`src/rtl/fetch_pc_ctrl_pkg.sv`:
```
// Fetch PC controller shared types: FSM states, next-PC select codes,
// default reset/trap vectors and an alignment helper.
package fetch_pc_ctrl_pkg;

  typedef enum logic [1:0] {
    FPC_RUN  = 2'd0,
    FPC_WAIT = 2'd1,
    FPC_HOLD = 2'd2
  } fpc_state_e;

  typedef enum logic [1:0] {
    NPC_SEQ  = 2'd0,  // pcF + 4
    NPC_KEEP = 2'd1,  // hold pcF
    NPC_TGT  = 2'd2,  // execute-stage redirect (alignment-fixed)
    NPC_TGTQ = 2'd3   // redirect latched while a beat was outstanding
  } npc_sel_e;

  localparam logic [31:0] FPC_RESET_PC = 32'h0000_0000;
  localparam logic [31:0] FPC_TRAP_VEC = 32'h0000_0100;

  function automatic logic is_misaligned(input logic [31:0] addr);
    return addr[1:0] != 2'b00;
  endfunction

endpackage

```
`src/rtl/fetch_pc_ctrl_if.sv`:
```
// Instruction-memory request handshake between fetch and imem.
interface fetch_pc_ctrl_if;
  logic        imem_req;
  logic [31:0] imem_addr;
  logic        imem_ready;

  modport master (output imem_req, output imem_addr, input imem_ready);
  modport slave  (input imem_req, input imem_addr, output imem_ready);
endinterface

```
`src/rtl/fetch_pc_ctrl_pc_next_mux.sv`:
```
// Next-PC selection and redirect target alignment fix-up.
// MISALIGN_TRAP_EN: misaligned targets become TRAP_VEC; otherwise the
// low two target bits are simply cleared.
import fetch_pc_ctrl_pkg::*;

module pc_next_mux #(
  parameter logic [31:0] TRAP_VEC = FPC_TRAP_VEC
) (
  input  npc_sel_e    sel,
  input  logic [31:0] pc,
  input  logic [31:0] target,
  input  logic [31:0] tgt_q,
  output logic [31:0] pc_next,
  output logic [31:0] tgt_eff,
  output logic        misaligned
);

`ifdef MISALIGN_TRAP_EN
  localparam bit TRAP_EN = 1'b1;
`else
  localparam bit TRAP_EN = 1'b0;
`endif

  // Clearing bits[1:0] is a no-op for aligned targets, so one expression
  // covers both the aligned case and the no-trap fix-up.
  always_comb begin
    misaligned = is_misaligned(target);
    tgt_eff    = (TRAP_EN && misaligned) ? TRAP_VEC : {target[31:2], 2'b00};
  end

  // Next-PC source select.
  always_comb begin
    pc_next = pc;
    case (sel)
      NPC_SEQ:  pc_next = pc + 32'd4;
      NPC_KEEP: pc_next = pc;
      NPC_TGT:  pc_next = tgt_eff;
      NPC_TGTQ: pc_next = tgt_q;
      default:  pc_next = pc;
    endcase
  end

endmodule

```
`src/rtl/fetch_pc_ctrl.sv`:
```
// Fetch-stage PC owner: drives the imem handshake, applies execute-stage
// redirects (deferred into HOLD while a beat is outstanding, with the
// wrong-path beat dropped), and raises flushD/flushE.
// Optional feature macro: MISALIGN_TRAP_EN (misaligned targets trap to TRAP_VEC).
import fetch_pc_ctrl_pkg::*;

module fetch_pc_ctrl #(
  parameter logic [31:0] RESET_PC = FPC_RESET_PC,
  parameter logic [31:0] TRAP_VEC = FPC_TRAP_VEC
) (
  input  logic                   clk,
  input  logic                   rst,
  input  logic                   br_selE,
  input  logic [31:0]            pc_targetE,
  input  logic                   stallF,
  fetch_pc_ctrl_if.master        imem,
  output logic [31:0]            pcF,
  output logic [31:0]            pc_plus4F,
  output logic                   instr_validF,
  output logic                   flushD,
  output logic                   flushE,
  output logic                   misalign_exc
);

`ifdef MISALIGN_TRAP_EN
  localparam bit TRAP_EN = 1'b1;
`else
  localparam bit TRAP_EN = 1'b0;
`endif

  fpc_state_e  state, state_n;
  npc_sel_e    sel;
  logic        req_q, drop, latch_tgt, beat, acc, misaligned;
  logic [31:0] tgt_q, tgt_eff, pc_next;

  pc_next_mux #(.TRAP_VEC(TRAP_VEC)) u_mux (
    .sel        (sel),
    .pc         (pcF),
    .target     (pc_targetE),
    .tgt_q      (tgt_q),
    .pc_next    (pc_next),
    .tgt_eff    (tgt_eff),
    .misaligned (misaligned)
  );

  assign imem.imem_req  = req_q;
  assign imem.imem_addr = pcF;
  assign pc_plus4F      = pcF + 32'd4;

  // FSM state register.
  always_ff @(posedge clk) begin
    if (rst) state <= FPC_RUN;
    else     state <= state_n;
  end

  // Next state, PC source select and handshake-side outputs.
  always_comb begin
    beat      = req_q && imem.imem_ready;
    // HOLD ignores br_selE: execute holds a bubble after the flushE.
    acc       = br_selE && (state != FPC_HOLD) && !rst;
    state_n   = state;
    sel       = NPC_KEEP;
    latch_tgt = 1'b0;
    case (state)
      FPC_RUN, FPC_WAIT: begin
        if (acc) begin
          if (beat || !req_q) begin
            sel     = NPC_TGT;
            state_n = FPC_RUN;
          end else begin
            latch_tgt = 1'b1;
            state_n   = FPC_HOLD;
          end
        end else if (beat) begin
          sel     = stallF ? NPC_KEEP : NPC_SEQ;
          state_n = FPC_RUN;
        end else begin
          state_n = FPC_WAIT;
        end
      end
      FPC_HOLD: begin
        if (beat) begin
          sel     = NPC_TGTQ;
          state_n = FPC_RUN;
        end
      end
      default: state_n = FPC_RUN;
    endcase
    instr_validF = beat && !drop;
    flushE       = acc;
    flushD       = acc || ((state == FPC_HOLD) && beat);
    misalign_exc = TRAP_EN && acc && misaligned;
  end

  // PC, deferred-redirect target, drop flag and request valid.
  always_ff @(posedge clk) begin
    if (rst) begin
      pcF   <= RESET_PC;
      tgt_q <= 32'h0;
      drop  <= 1'b0;
      req_q <= 1'b0;
    end else begin
      pcF   <= pc_next;
      req_q <= 1'b1;
      if (latch_tgt) begin
        tgt_q <= tgt_eff;
        drop  <= 1'b1;
      end else if ((state == FPC_HOLD) && beat) begin
        drop  <= 1'b0;
      end
    end
  end

endmodule

```
`src/flat_wrapper.sv`:
```
// flat-port wrapper written by rule: the top's interface ports become plain ports
module fetch_pc_ctrl_flat 
#(
  parameter logic [31:0] RESET_PC = FPC_RESET_PC,
  parameter logic [31:0] TRAP_VEC = FPC_TRAP_VEC
)
  (clk, rst, br_selE, pc_targetE, stallF, pcF, pc_plus4F, instr_validF, flushD, flushE, misalign_exc, imem_imem_req, imem_imem_addr, imem_imem_ready);
  fetch_pc_ctrl_if imem_i ();
  input  logic clk;
  input  logic rst;
  input  logic br_selE;
  input  logic [31:0] pc_targetE;
  input  logic stallF;
  output logic [31:0] pcF;
  output logic [31:0] pc_plus4F;
  output logic instr_validF;
  output logic flushD;
  output logic flushE;
  output logic misalign_exc;
  output wire logic [$bits(imem_i.imem_req)-1:0] imem_imem_req;
  output wire logic [$bits(imem_i.imem_addr)-1:0] imem_imem_addr;
  input wire logic [$bits(imem_i.imem_ready)-1:0] imem_imem_ready;
  assign imem_imem_req = imem_i.imem_req;
  assign imem_imem_addr = imem_i.imem_addr;
  assign imem_i.imem_ready = imem_imem_ready;
  fetch_pc_ctrl #(.RESET_PC(RESET_PC), .TRAP_VEC(TRAP_VEC)) u_core (.clk(clk), .rst(rst), .br_selE(br_selE), .pc_targetE(pc_targetE), .stallF(stallF), .imem(imem_i), .pcF(pcF), .pc_plus4F(pc_plus4F), .instr_validF(instr_validF), .flushD(flushD), .flushE(flushE), .misalign_exc(misalign_exc));
endmodule
```
`config.mk`:
```
export PLATFORM = sky130hd
export DESIGN_NAME = fetch_pc_ctrl_flat
export DESIGN_NICKNAME = d
export VERILOG_FILES = /design/src/rtl/fetch_pc_ctrl_pkg.sv /design/src/rtl/fetch_pc_ctrl_if.sv /design/src/rtl/fetch_pc_ctrl_pc_next_mux.sv /design/src/rtl/fetch_pc_ctrl.sv /design/src/flat_wrapper.sv
export SDC_FILE = /design/constraint.sdc
export NUM_CORES = 1
export LEC_CHECK = 0
export CAP_MARGIN = 0
export CORE_ASPECT_RATIO = 1.4
export CORE_MARGIN = 8
export CORE_UTILIZATION = 44
export CTS_CLUSTER_SIZE = 24
export DETAILED_ROUTE_END_ITERATION = 10
export HOLD_SLACK_MARGIN = 0.08
export PLACE_DENSITY = 0.76
export SYNTH_ARGS = -nofsm -noshare
export SYNTH_HDL_FRONTEND = slang
export SYNTH_HIERARCHICAL = 1
export SYNTH_SLANG_ARGS = --single-unit
export TNS_END_PERCENT = 20
```
`constraint.sdc`:
```
create_clock -name clk -period 2.2 [get_ports clk]
set_clock_uncertainty 0.05 [all_clocks]
set_input_delay 0.33 -clock clk [delete_from_list [all_inputs] [get_ports clk]]
set_output_delay 0.33 -clock clk [all_outputs]
set_load 0.02 [all_outputs]
```
# == Word-level counts from Yosys, hierarchy flattened ==
# Index checks and enable logic that the tools add are counted.
# classes
add_sub_neg,1
mul,0
n_div,0
n_lt_le_gt_ge,0
eq_ne,7
shift,0
n_mux,18
n_bitwise,0
n_reduce_logical,14
# op_table
operator,n
$pmux 32 s3,1
$add 32x3->32 const B,1
$mux 2,7
$mux 1,8
$pmux 2 s2,2
$eq 2x2->1 const B,3
$logic_and 1x1->1,5
$eq 2x1->1 const B,2
$logic_not 2->1,2
$logic_not 1->1,3
$logic_or 1x1->1,2
$ne 2x1->1 const B,1
$ne 2x2->1 const B,1
$reduce_bool 2->1,1
$reduce_or 2->1,1
# totals
ff_bits,66
latchBits,0
ram_bits,0
mem_bits_ro,0
inputBits,37
output_inout_bits,101
memories,0

# == Depth between registers and ports, before layout ==
# Gate-level depths: netlist (run 1).
# logic_depth
depth_word,7
mapped_depth,10

# == Cells and area by module ==
# The synthesis (run 1) kept the hierarchy.
# by_module_without_submodules
module,n_inst,cells_each,area_per_inst_um2,seq_area_each_um2
fetch_pc_ctrl,1,342,2942.8,1361.3
pc_next_mux,1,247,1711.6,0.0

# == Worst setup path before layout (run 1) ==
# Ideal clock, no wire load.
# synth_path
path_type,flip-flop to flip-flop
start,"reg u_core.pcF[2], in the netlist u_core/imem.imem_addr[2]"
end,"reg u_core.pcF[28], in the netlist u_core/imem.imem_addr[28]"
t_arrival_ns,2.370
t_required_ns,2.022
setup_slack_ns,-0.348
path_stages_with_launch,8
path_buffers,0
path_cell_list,dfxtp_1 > ha_1 > nand3_1 > nor4_1 > nand3_1 > xnor2_1 > mux4_2 > nor2b_1
# synth_via
elab_chain_cells,2
# synth_rtl
item,line,text
from (decl),fetch_pc_ctrl.sv:17,"output logic [31:0] pcF,"
from (signal assigned),fetch_pc_ctrl.sv:103,pcF <= pc_next;
$add 32x3->32,fetch_pc_ctrl_pc_next_mux.sv:35,NPC_SEQ: pc_next = pc + 32'd4;
$pmux 32 s3,fetch_pc_ctrl_pc_next_mux.sv:34,case (sel)
net u_core.pc_next[28],fetch_pc_ctrl.sv:34,"logic [31:0] tgt_q, tgt_eff, pc_next;"
# The timed path passes the listed nets, and every way through them passes these cells.
# A chain may end at the register's enable or synchronous reset.

# == Final worst setup path (run 1) ==
# layout_path
start,"reg u_core.pcF[3], in the netlist u_core/imem.imem_addr[3]"
end,out pc_plus4F[24]
# layout_via
elab_chain_cells,1
# layout_rtl
item,line,text
$add 32x3->32,fetch_pc_ctrl.sv:48,assign pc_plus4F = pcF + 32'd4;
to (decl),flat_wrapper.sv:15,output logic [31:0] pc_plus4F;
# Every way passes these cells.

==> impl.org, run 1 <==
** Global route
- Summed over all layers, the global routing overflow is 0.
- GRT Overall Usage :: between 20% and 30%
- The number of global-route vias before repair came to approximately 4.7k.
- Entering global routing, the biggest net connects 69 pins.
- Wire length of the first global-routing pass :: roughly 23000 µm
- Initial antenna violation count :: 0

** Clock network
- Number of buffers on the longest clock path :: 2
- The clock drives 68 sinks.
- Number of hold-repair buffers added at the cts stage :: 0
- Clock H-tree levels :: 3
- TritonCTS clock tree :: yes
- In this run the clock root is driven by a sky130_fd_sc_hd__clkbuf_16.
- Insertion delay to the later sink of the worst-skew pair :: 330 ps
- Number of buffers created by CTS :: 9
- Reg clk slew, reported paths :: 50 ps

** Status
- The run finished, with violations left.
- The checks that failed: setup timing.

** Worst hold path
- HP Class :: input port to flop

** Power and ir drop
- Internal power :: ~2.5 mW
- In this run, flip-flops and latches consume 38.5% of the power.
- Across the VDD grid, the largest voltage drop is about 420 µV.
- Summed over all cells, the static leakage comes to 2.75 nW.
- Combinational logic burns roughly a quarter of the power.
- The clock network is responsible for 37.6% of the overall power.
- Net switching is about 28% of the power.
- In this run the power spent charging and discharging nets is between 0.9 and 1 mW.
- In this run the power density over the cells is 509 nW/µm².

** Floorplan
- Row Count :: 44
- From bottom edge to top edge, the die measures approximately 140 µm.
- Die Area :: 14200 µm²
- The floorplan step set the die width to 103 µm.
- The floorplan step defined a core boundary enclosing 10300 µm².
- Initial cell density of the core :: 44.9%
- Top Ports :: between 100 and 150

** Finish
- The area growth from synthesis to layout is 44.4%.
- Summing all multi-input logic gate instances after layout gives 2730 µm².
- After the last flow step, the layout net total stands at 779.
- Antenna diode count :: 0
- The post-route netlist has 26.1% of its cells at a drive strength greater than 1.
- After routing the design area is 6710 µm².
- Register area :: 1400 µm²
- Post-route insts no fill :: 882
- Layout filler cell count :: 898

** Timing
- The number of failing hold endpoints at the final stage is 0.
- On the final layout, the worst hold slack is 150 ps.
- Post-layout minimum cycle time :: about 2300 ps
- The final critical path takes up 106% of the cycle.
- Maximum achievable frequency :: 429 MHz
- Measured against its own limit, the worst slew margin works out to 52.9%.
- Setup repair after global routing missed its margin :: yes
- Setup slack on the critical path of the routed design comes to -134 ps.
- Actual slew at the worst max-slew pin :: 706 ps
- Final Max Tran Viols :: 0
- Final setup fails :: 20

** Drt
- The routed layout has 4734 vias.
- After detailed routing, the average wire length per cell comes to 17.0 µm.
- For this run, design rule violations remaining after detail routing come to 0.
- The detailed router finished its first iteration with 319 violations.
- The detail route stage leaves a number of antenna-violating nets equal to 0.
- Dividing the detail-routed via count by the number of cells gives 5.37.
- The routed design has 15000 µm of wire.
- Detailed-router iteration count before antenna repair :: 5

** Worst setup path
- Data arrival at the endpoint of the critical path :: 1950 ps
- Critical Path Source Type :: flop
- Internal reg-to-reg setup slack :: -70 ps
- Along the worst path, the maximum fanout reaches 8.
- Crit path kind :: flop to primary output
- Data required time at the worst endpoint :: 1820 ps
- The worst setup path is captured at a primary output.

** Placement
- Once detailed placement completed, the half-perimeter wirelength came to 11200 µm.
- Post-placement worst setup slack :: -356 ps
- The placed instances occupy a cell area of 6260 µm².
- RD Place Congestion :: around 0.92
- After detailed placement, the design holds a cell count of 856.
- # port buffers :: 134

** Synthesis
- Gate Count Post-Synth :: 588
- Yosys printed 6 warnings.
- Area of the mapped netlist :: between 4000 and 5000 µm²
- Avg Cell Area, Syn :: between 7 and 8 µm²

** Job
- Max cap viols :: 0
## power by group through the flow
| stage | sequential (mW) | combinational (mW) | clock, mW |
|---|---|---|---|
| after floorplan | 1.40 | 0.411 | 0 |
| after global placement | 1.33 | 0.788 | 0 |
| after detailed placement | 1.33 | 0.801 | 0 |
| after CTS | 1.31 | 0.799 | 1.30 |
| after global routing | 1.32 | 0.871 | 1.35 |
| final | 1.31 | 0.819 | 1.28 |
## worst paths after layout
check / end / start / cells after the start
max: pc_plus4F[24] / u_core/imem.imem_addr[3]$_SDFF_PP0_ / 7
min: u_core/imem.imem_req$_DFF_P_ / rst / 2
max reg2reg: u_core/imem.imem_addr[30]$_SDFF_PP0_ / u_core/imem.imem_addr[2]$_SDFF_PP0_ / 9
min reg2reg: u_core/tgt_q[4]$_SDFFE_PP0P_ / u_core/tgt_q[4]$_SDFFE_PP0P_ / 2
## routing by layer
metal	vias to the layer above	share of wire, %	global-route usage [%]
met5	-	0	0
met4	0	2.8	10.2
met3	31	7.0	2.78
met2	207	53	38.5
met1	2228	37	21.9
li1	2268	-	-
## worst max-delay path, stage by stage, from the launching register on
cell and delay [ps]:
sky130_fd_sc_hd__dfxtp_4 380, sky130_fd_sc_hd__ha_4 140, sky130_fd_sc_hd__nand4_1 170, sky130_fd_sc_hd__nor4_4 270, sky130_fd_sc_hd__buf_6 190, sky130_fd_sc_hd__nand4_1 130
sky130_fd_sc_hd__xnor2_1 160, sky130_fd_sc_hd__buf_4 160
## timing repair
action	CTS	global route
gates resized for setup	110	38
setup buffers	1	10
endpoints found under the setup margin	35	49
pin swaps	9	13
hold endpoints to repair	0	0
## layout make-up
| cell class | instances | area share, % |
|---|---|---|
| Clock inverter | 3 | 0.224 |
| Tap cell | 138 | 2.57 |
| Multi-Input combinational cell | 413 | 40.7 |
| Clock buffer | 12 | 3.67 |
| Timing Repair Buffer | 238 | 31.4 |
| Inverter | 10 | 0.559 |
| Sequential cell | 68 | 20.9 |
## layout by cell type (no fill, tap or decap), types with 5 or more instances in the layout
master and instances:
sky130_fd_sc_hd__buf_6 10, sky130_fd_sc_hd__o21ai_0 12, sky130_fd_sc_hd__dfxtp_1 52, sky130_fd_sc_hd__xor2_1 10
sky130_fd_sc_hd__mux4_2 7, sky130_fd_sc_hd__clkbuf_16 9, sky130_fd_sc_hd__nor2_1 26, sky130_fd_sc_hd__nand2_1 94
sky130_fd_sc_hd__inv_1 9, sky130_fd_sc_hd__dfxtp_4 8, sky130_fd_sc_hd__nor4_4 5, sky130_fd_sc_hd__mux2i_1 8
sky130_fd_sc_hd__mux2_2 6, sky130_fd_sc_hd__nor3_1 9, sky130_fd_sc_hd__dlygate4sd2_1 5, sky130_fd_sc_hd__and3_1 7
sky130_fd_sc_hd__a21oi_1 53, sky130_fd_sc_hd__dfxtp_2 8, sky130_fd_sc_hd__nand3_1 21, sky130_fd_sc_hd__buf_4 109
sky130_fd_sc_hd__nand4_1 18, sky130_fd_sc_hd__nor2b_1 36, sky130_fd_sc_hd__clkdlybuf4s50_1 103, sky130_fd_sc_hd__xnor2_1 31
## per-stage QoR
| step | utilization [%] | TNS (ps) | power, mW |
|---|---|---|---|
| final | 64.8 | -1240 | 3.42 |
| after CTS | 63.3 | -1960 | 3.41 |
| after global routing | 64.8 | -3000 | 3.54 |
| after global placement | 60.5 | -8030 | 2.12 |
| after floorplan | - | -11.5 | 1.81 |
| after detailed placement | 60.5 | -10660 | 2.13 |
## flip-flops by register name, indices dropped and copies added, names as in the netlist
register               count
u_core/state               2
u_core/tgt_q              32
u_core/drop                1
u_core/imem.imem_addr     32
u_core/imem.imem_req       1
Power figures use the tool's default switching activity.
==> inputs of run 2 (changes only) <==
--- a/config.mk
+++ b/config.mk
@@ -11,6 +11,7 @@
 export CORE_UTILIZATION = 44
 export CTS_CLUSTER_SIZE = 24
 export DETAILED_ROUTE_END_ITERATION = 10
+export GPL_TIMING_DRIVEN = 0
 export HOLD_SLACK_MARGIN = 0.08
 export PLACE_DENSITY = 0.76
 export SYNTH_ARGS = -nofsm -noshare
==> run 2 against run 1 <==
Effect of this change: the flow still finishes with violations (setup timing); largest power group unchanged; first-iteration DRC count up 32%; register-to-register slack got worse by 110 ps; routed wire length up 9.2%; setup slack got worse by 43 ps; global-route usage is 1.9 points higher; via count rose by 5.9%; utilization is 2.8 points higher; clock power grew 4%; final area is 4.3% higher; fmax down 1.8%; sequential share of layout area shrank 0.33 points; non-clock buffer count is 36 higher.
==> impl.org, run 2 (same netlist as run 1, synthesis figures left out) <==
** Clock network
- TritonCTS clock tree :: yes
- The number of sinks on the clock net is 68 (unchanged).
- The number of hold buffers added after CTS was 0 (unchanged).
- Reg clk slew, reported paths :: 50 ps (about the same)
- The maximum buffer depth of the clock tree is 2 (unchanged).
- Number of buffers created by CTS :: 9 (unchanged)
- Clock tree synthesis selected as its root buffer the cell sky130_fd_sc_hd__clkbuf_16.
- Clock H-tree levels :: 3 (unchanged)
- The latest clock arrival within the worst-skew pair was 330 ps (about the same).

** Finish
- Post-route insts no fill :: 916 (+3.9%)
- The library cell used most frequently in the layout, excluding fill and tap cells, is sky130_fd_sc_hd__buf_4.
- The area growth from synthesis to layout is 50.6%.
- The number of filler cells placed in the layout is 887 (-1.2%).
- # nets final :: 815 (+4.6%)
- The combined flip-flop and latch cell area was 1440 µm² (+2.7%).
- Commonest cells after routing, fill and taps aside :: sky130_fd_sc_hd__buf_4 (118), sky130_fd_sc_hd__clkdlybuf4s50_1 (102), sky130_fd_sc_hd__nand2_1 (92)
- The fraction of final layout cells with drive strength greater than 1 was 30.3% (+4.3 points).
- Multi-input logic area :: 2750 µm² (+0.82%)
- The number of diodes came to 0 (unchanged).

** Worst setup path
- The delay of the slowest critical-path stage is 530 ps (+150 ps).
- Kind of capture point of the worst setup path :: flop
- Critical path's slowest cell :: sky130_fd_sc_hd__or4b_1
- STA classifies the critical path startpoint as a flop.
- In this design, the largest share of critical-path delay is due to simple AND/OR/NAND/NOR gates.
- Data arrival at the endpoint of the critical path :: 2520 ps (+570 ps)
- The critical path goes through buf_4 > nand4_1 > nor4_4 > buf_4 > nand4_1 > or4b_1 > and3_1 > nor2b_1.
- CP Depth :: 8 (+1)
- The highest fanout seen on the critical path was 5 (-3).
- The required time of the critical path is 2340 ps (+520 ps).
- The worst-case reg-to-reg path depth was 8 (-1).
- The number of buffer and inverter instances along the worst setup path came to 2 (unchanged).
- The setup path with the least slack is of type flop to flop.

** Power and ir drop
- The leakage power figure came to 2.95 nW (+7.3%).
- The switching power came to 1.01 mW (+4.6%).
- Largest voltage drop on the vdd net :: 432 µV (+3.3%)
- Part of the power in the clock network :: 37.6% (about the same)
- Sw frac :: 28.6% (+0.42 points)
- The cell area power density came to 503 nW/µm² (-1.2%).
- Gate power share :: 24.0% (about the same)
- The total chip power was 3.52 mW (+3.1%).
- The cell internal power dissipation was 2.51 mW (+2.5%).
- The part of the total power dissipated in sequential elements was 38.3% (-0.2 points).

** Global route
- The number of antenna violations at the first check in global routing was 0 (unchanged).
- Wire length of the first global-routing pass :: 24900 µm (+7.5%)
- The largest net degree at the start of global routing was 13 (-81%).
- The total routing usage reported by global routing is 22.6% (+1.9 points).
- Via count of the first global-routing pass :: 4881 (+3.3%)
- Total overflow reported by the global router :: 0 (unchanged)

** Drt
- The length of the first detailed-routing pass in iterations was 5 (unchanged).
- Post-DR wirelength/cell :: 17.9 µm (+5.2%)
- The via density per instance was 5.47 (+2.0%).
- Count of nets left with antenna violations after detail routing :: 0 (unchanged)
- The number of violations reported at the end of detailed-routing iteration 0 came to 420 (+32%).
- DRC :: 0 (unchanged)
- The total via count after detailed routing came to 5015 (+5.9%).
- The total wirelength of the detailed-routed design was 16400 µm (+9.2%).

** Job
- Max cap viols :: 0 (unchanged)

** Status
- Violated checks :: setup timing
- Result of the run :: finished, violations left

** Timing
- Final setup fails :: 21 (+5.0%)
- The number of max-slew violations in the final report is 0 (unchanged).
- Maximum achievable frequency :: 421 MHz (-1.8%)
- Setup repair after global routing could not meet its margin everywhere.
- Ratio of final minimum period to clock period :: 108% (+2.0 points)
- The clock period minus worst slack is 2380 ps (+43.4 ps).
- The headroom to the max-slew limit came to 59.6% (+6.7 points).
- Tightest hold margin :: 246 ps (+95.4 ps)
- The worst-margin pin slew came to 605 ps (-101 ps).
- Number of hold violations in the final report :: 0 (unchanged)
- Final setup margin :: -177 ps (-43.4 ps)

** Worst hold path
- Instance count along the most critical hold path :: 2 (unchanged)
- HP Class :: input port to flop

** Floorplan
- The y dimension of the die came to 138 µm (unchanged).
- Row Count :: 44 (unchanged)
- The horizontal die dimension is 103 µm (unchanged).
- Top Ports :: 138 (unchanged)
- Initial cell density of the core :: 44.9% (unchanged)
- Placeable core area :: 10300 µm² (unchanged)
- Die Area :: 14200 µm² (unchanged)

** Placement
- The HPWL after detailed placement came to 11300 µm (+1.1%).
- The number of port buffers came to 134 (unchanged).
- RD Place Congestion :: 0.900 (-1.8%)
- The instance count after placement with tap cells included is 861 (+0.58%).
run 2: worst paths after layout:
check / slack (ps) / end / startpoint
max reg2reg: -180 / u_core/imem.imem_addr[19]$_SDFF_PP0_ / u_core/imem.imem_addr[3]$_SDFF_PP0_
max: -180 / u_core/imem.imem_addr[19]$_SDFF_PP0_ / u_core/imem.imem_addr[3]$_SDFF_PP0_
min reg2reg: 410 / u_core/tgt_q[0]$_SDFFE_PP0P_ / u_core/tgt_q[0]$_SDFFE_PP0P_
min: 250 / u_core/imem.imem_req$_DFF_P_ / rst
run 2: area by class of cell:
class | instances | area share, %
multi-input combinational | 413 | 39.3
timing repair buffer | 176 | 23.3
sequential | 68 | 20.6
buffer | 98 | 9.96
clock buffer | 11 | 3.63
tap | 138 | 2.47
inverter | 10 | 0.554
clock inverter | 2 | 0.179
run 2: metal layers:
metal | global-route usage (%) | up-vias | wire length [µm] | share of wire (%)
met1 | 23.9 | 2399 | 6050 | 37
met4 | 9.69 | 0 | 484 | 3.0
met5 | 0 | - | 0 | 0
met2 | 42.1 | 234 | 8570 | 52
li1 | - | 2340 | - | -
met3 | 4.00 | 42 | 1300 | 7.9
run 2: worst register-to-register path, stage by stage, from the launching register on:
cell and delay [ps]:
sky130_fd_sc_hd__dfxtp_4 410, sky130_fd_sc_hd__buf_4 160, sky130_fd_sc_hd__nand4_1 250, sky130_fd_sc_hd__nor4_4 240
sky130_fd_sc_hd__buf_4 200, sky130_fd_sc_hd__nand4_1 130, sky130_fd_sc_hd__or4b_1 530, sky130_fd_sc_hd__and3_1 170
sky130_fd_sc_hd__nor2b_1 110
run 2: timing repair:
action,4_1_cts,5_1_grt
gates cloned,1,0
endpoints found under the hold margin,0,0
resized for setup,142,56
setup buffers,35,6
pin swaps,20,13
setup endpoints to repair,61,56
run 2: power groups by stage:
| stage | logic, mW | clock network, mW | registers [mW] |
|---|---|---|---|
| final | 0.847 | 1.33 | 1.35 |
| after CTS | 0.824 | 1.33 | 1.34 |
| after floorplan | 0.411 | 0 | 1.40 |
| after global routing | 0.893 | 1.39 | 1.35 |
| after detailed placement | 0.766 | 0 | 1.39 |
| after global placement | 0.756 | 0 | 1.39 |
run 2: metrics by stage:
stage | cell area, µm² | setup TNS [ps] | util (%) | setup slack (ps)
global route | 7000 | -3290 | 67.6 | -247
detailed placement | 6220 | -40000 | 60.1 | -1080
finish | 7000 | -1540 | 67.6 | -177
floorplan | 4700 | -11.5 | - | -11.5
CTS | 6870 | -2970 | 66.4 | -142
global placement | 6220 | -38060 | 60.1 | -1060
==> inputs of run 3 (changes only) <==
--- a/config.mk
+++ b/config.mk
@@ -6,7 +6,6 @@
 export NUM_CORES = 1
 export LEC_CHECK = 0
 export CAP_MARGIN = 0
-export CORE_ASPECT_RATIO = 1.4
 export CORE_MARGIN = 8
 export CORE_UTILIZATION = 44
 export CTS_CLUSTER_SIZE = 24
==> run 3 against run 2 <==
Effect of this change: register-to-register slack improved by 50 ps; the run still ends with setup timing left; cell count is 1.6% lower; fmax grew 2.0%; sequential power about the same; critical path depth decreased by 3.
==> impl.org, run 3 (same netlist as run 1, synthesis figures left out) <==
** Status
- Result of the run :: finished, violations left
- Violated checks :: setup timing

** Clock network
- TritonCTS built the clock tree.
- The latest clock arrival within the worst-skew pair came to 350 ps (+20 ps).
- The deepest level of the CTS H-tree is 3 (unchanged).
- The maximum buffer depth of the clock tree was 2 (unchanged).
- The number of sinks on the clock net was 68 (unchanged).
- Reg clk slew, reported paths :: 80 ps (+30 ps)
- Number of hold-repair buffers added at the cts stage :: 0 (unchanged)
- The number of buffers added by the clock tree synthesis step came to 9 (unchanged).
- The root buffer cell chosen for the clock tree is sky130_fd_sc_hd__clkbuf_8.

** Drt
- The post-route DRC violation count is 0 (unchanged).
- Count of nets left with antenna violations after detail routing :: 0 (unchanged)
- The length of the first detailed-routing pass in iterations came to 5 (unchanged).
- Via-per-instance ratio :: 5.39 (-1.6%)
- The total wirelength of the detailed-routed design came to 15500 µm (-5.5%).
- The detail-routed net length per standard cell came to 17.2 µm (-3.9%).
- Vias post-DR :: 4855 (-3.2%)
- DRT iter0 DRCs :: 395 (-6.0%)

** Timing
- Number of hold violations in the final report :: 0 (unchanged)
- Final setup fails :: 24 (+14%)
- The worst setup margin came to -132 ps (+45.5 ps).
- The number of max-slew violations in the final report is 0 (unchanged).
- Actual slew at the worst max-slew pin :: 636 ps (+30.3 ps)
- Post-layout minimum cycle time :: 2330 ps (-45.5 ps)
- Setup repair after global routing could not meet its margin everywhere.
- The hold slack is 243 ps (-2.28 ps).
- The timing-limited maximum frequency is 429 MHz (+2.0%).
- Worst slew margin relative to its limit :: 57.6% (-2.0 points)
- The period utilization came to 106% (-2.1 points).

** Power and ir drop
- The switching power came to 0.979 mW (-2.8%).
- Internal power :: 2.28 mW (-9.3%)
- Part of the power in the clock network :: 33.8% (-3.8 points)
- The worst IR drop on VDD came to 395 µV (-8.8%).
- The combinational share of power was 24.8% (+0.8 points).
- PnR Total Power :: 3.26 mW (-7.5%)
- The leakage power figure is 2.78 nW (-5.5%).
- Seq pwr share :: 41.4% (+3.1 points)
- Sw frac :: 30.1% (+1.4 points)
- The cell area power density came to 479 nW/µm² (-4.7%).

** Finish
- # nets final :: 799 (-2.0%)
- Commonest cells after routing, fill and taps aside :: sky130_fd_sc_hd__buf_4 (106), sky130_fd_sc_hd__clkdlybuf4s50_1 (103), sky130_fd_sc_hd__nand2_1 (92)
- Antenna diode count :: 0 (unchanged)
- The fraction of final layout cells with drive strength greater than 1 came to 28.4% (-2.0 points).
- End-of-flow core utilization :: 66.2% (-1.5 points)
- Growth of design area from synthesis to finish :: 46.3%
- Post-route insts no fill :: 901 (-1.6%)
- The library cell used most frequently in the layout, excluding fill and tap cells, is sky130_fd_sc_hd__buf_4.

** Placement
- The number of port buffers came to 134 (unchanged).
- Cell total after placement :: 859 (-0.23%)
- Post-placement worst setup slack :: -1070 ps (+11.9 ps)
- RD Place Congestion :: 0.858 (-4.6%)
- HPWL after detailed placement :: 11000 µm (-2.4%)

** Worst setup path
- Data arrival at the endpoint of the critical path :: 1950 ps (-570 ps)
- The worst setup path is captured at a primary output.
- Critical path peak fanout :: 10 (+5)
- Internal reg-to-reg setup slack :: -130 ps (+50 ps)
- The required time of the critical path is 1820 ps (-520 ps).
- The worst register-to-register path begins at u_core/imem.imem_addr[3]$_SDFF_PP0_.
- The worst setup path is launched from a flop.
- Worst-case reg-to-reg path depth :: 9 (+1)
- By startpoint and endpoint, the worst setup path is classified as flop to primary output.
- The worst register-to-register path ends at u_core/imem.imem_addr[30]$_SDFF_PP0_.

** Global route
- The total routing usage reported by global routing was 20.9% (-1.6 points).
- Via count of the first global-routing pass :: 4835 (-0.94%)
- Maximum number of pins on one net before global-route repair :: 14 (+1)
- Initial antenna violation count :: 0 (unchanged)
- The overflow left after global routing came to 0 (unchanged).
- The first-pass GRT wire length was 24600 µm (-1.1%).

** Job
- Max cap viols :: 0 (unchanged)

** Floorplan
- The count of pins on the block boundary was 138 (unchanged).
- The row count came to 37 (-16%).
- The y dimension of the die came to 119 µm (-14%).
- The starting density of the core is 45.2% (+0.32 points).
- The horizontal die dimension is 119 µm (+15%).
- The area inside the core boundary came to 10300 µm² (-0.70%).
- Die Area :: 14100 µm² (-0.33%)

** Worst hold path
- Startpoint of the tightest hold check path :: br_selE
- The worst hold path terminates at u_core/state[0]$_SDFFE_PP0P_.
- HP Class :: input port to flop
- The number of stages on the worst hold path is 2 (unchanged).
[run 3: changes by cell type in the layout (fill, tap and decap cells not counted), moves of 5 or more]
cell / before / now
sky130_fd_sc_hd__clkbuf_16: 10 / 1
sky130_fd_sc_hd__dlygate4sd2_1: 3 / 8
sky130_fd_sc_hd__buf_6: 10 / 4
sky130_fd_sc_hd__dlymetal6s2s_1: 8 / 3
sky130_fd_sc_hd__clkbuf_8: 1 / 11
sky130_fd_sc_hd__buf_4: 118 / 106
sky130_fd_sc_hd__dfxtp_4: 18 / 13
sky130_fd_sc_hd__dfxtp_1: 42 / 47
[run 3: final cells by class]
cell class	count	area [µm²]
buffer	98	697
clock buffer	11	153
clock inverter	5	57.6
fill	859	3480
inverter	10	38.8
multi-input combinational	413	2750
sequential	68	1420
tap	136	170
timing repair buffer	160	1510
[run 3: worst max-delay path, stage by stage (launching register included)]
cell and delay (ps):
sky130_fd_sc_hd__dfxtp_1 550, sky130_fd_sc_hd__and4_1 340, sky130_fd_sc_hd__and2_1 230, sky130_fd_sc_hd__nand4_1 150, sky130_fd_sc_hd__xnor2_1 170, sky130_fd_sc_hd__buf_4 160
[run 3: per-stage QoR]
step,cell area (µm²),setup TNS [ps]
after global placement,6210,-36590
after detailed placement,6210,-39050
final,6800,-1860
after global routing,6800,-4560
after CTS,6690,-2550
after floorplan,4700,-11.5
[run 3: power groups by stage]
stage / clock network [mW] / logic [mW] / registers, mW
after floorplan: 0 / 0.411 / 1.40
after global placement: 0 / 0.752 / 1.38
after detailed placement: 0 / 0.763 / 1.39
after CTS: 1.12 / 0.795 / 1.35
after global routing: 1.17 / 0.857 / 1.36
final: 1.10 / 0.808 / 1.35
[run 3: worst max-delay path by stage]
stage / startpoint / to / slack [ps] / cells after the start
5_1_grt: u_core/imem.imem_addr[3]$_SDFF_PP0_ / pc_plus4F[18] / -230 / 7
4_1_cts: u_core/imem.imem_addr[3]$_SDFF_PP0_ / pc_plus4F[24] / -210 / 7
3_5_place_dp: rst / u_core/imem.imem_addr[13]$_SDFF_PP0_ / -1070 / 11
6_report: u_core/imem.imem_addr[25]$_SDFF_PP0_ / pc_plus4F[31] / -130 / 5
2_1_floorplan: u_core/imem.imem_addr[19]$_SDFF_PP0_ / u_core/imem.imem_addr[31]$_SDFF_PP0_ / -10 / 6
3_3_place_gp: rst / u_core/imem.imem_addr[2]$_SDFF_PP0_ / -990 / 10
[run 3: what timing repair did]
item,4_1_cts,5_1_grt
setup endpoints to repair,60,48
pin swaps,11,10
hold endpoints to repair,0,0
setup buffers,19,7
gates resized for setup,140,28
[run 3: per-layer routing]
layer	wire [µm]	global-route usage [%]	vias to the layer above
li1	-	-	2292
met1	6230	24.2	2312
met2	7840	37.5	214
met3	1110	4.43	37
met4	324	6.80	0
met5	0	0	-
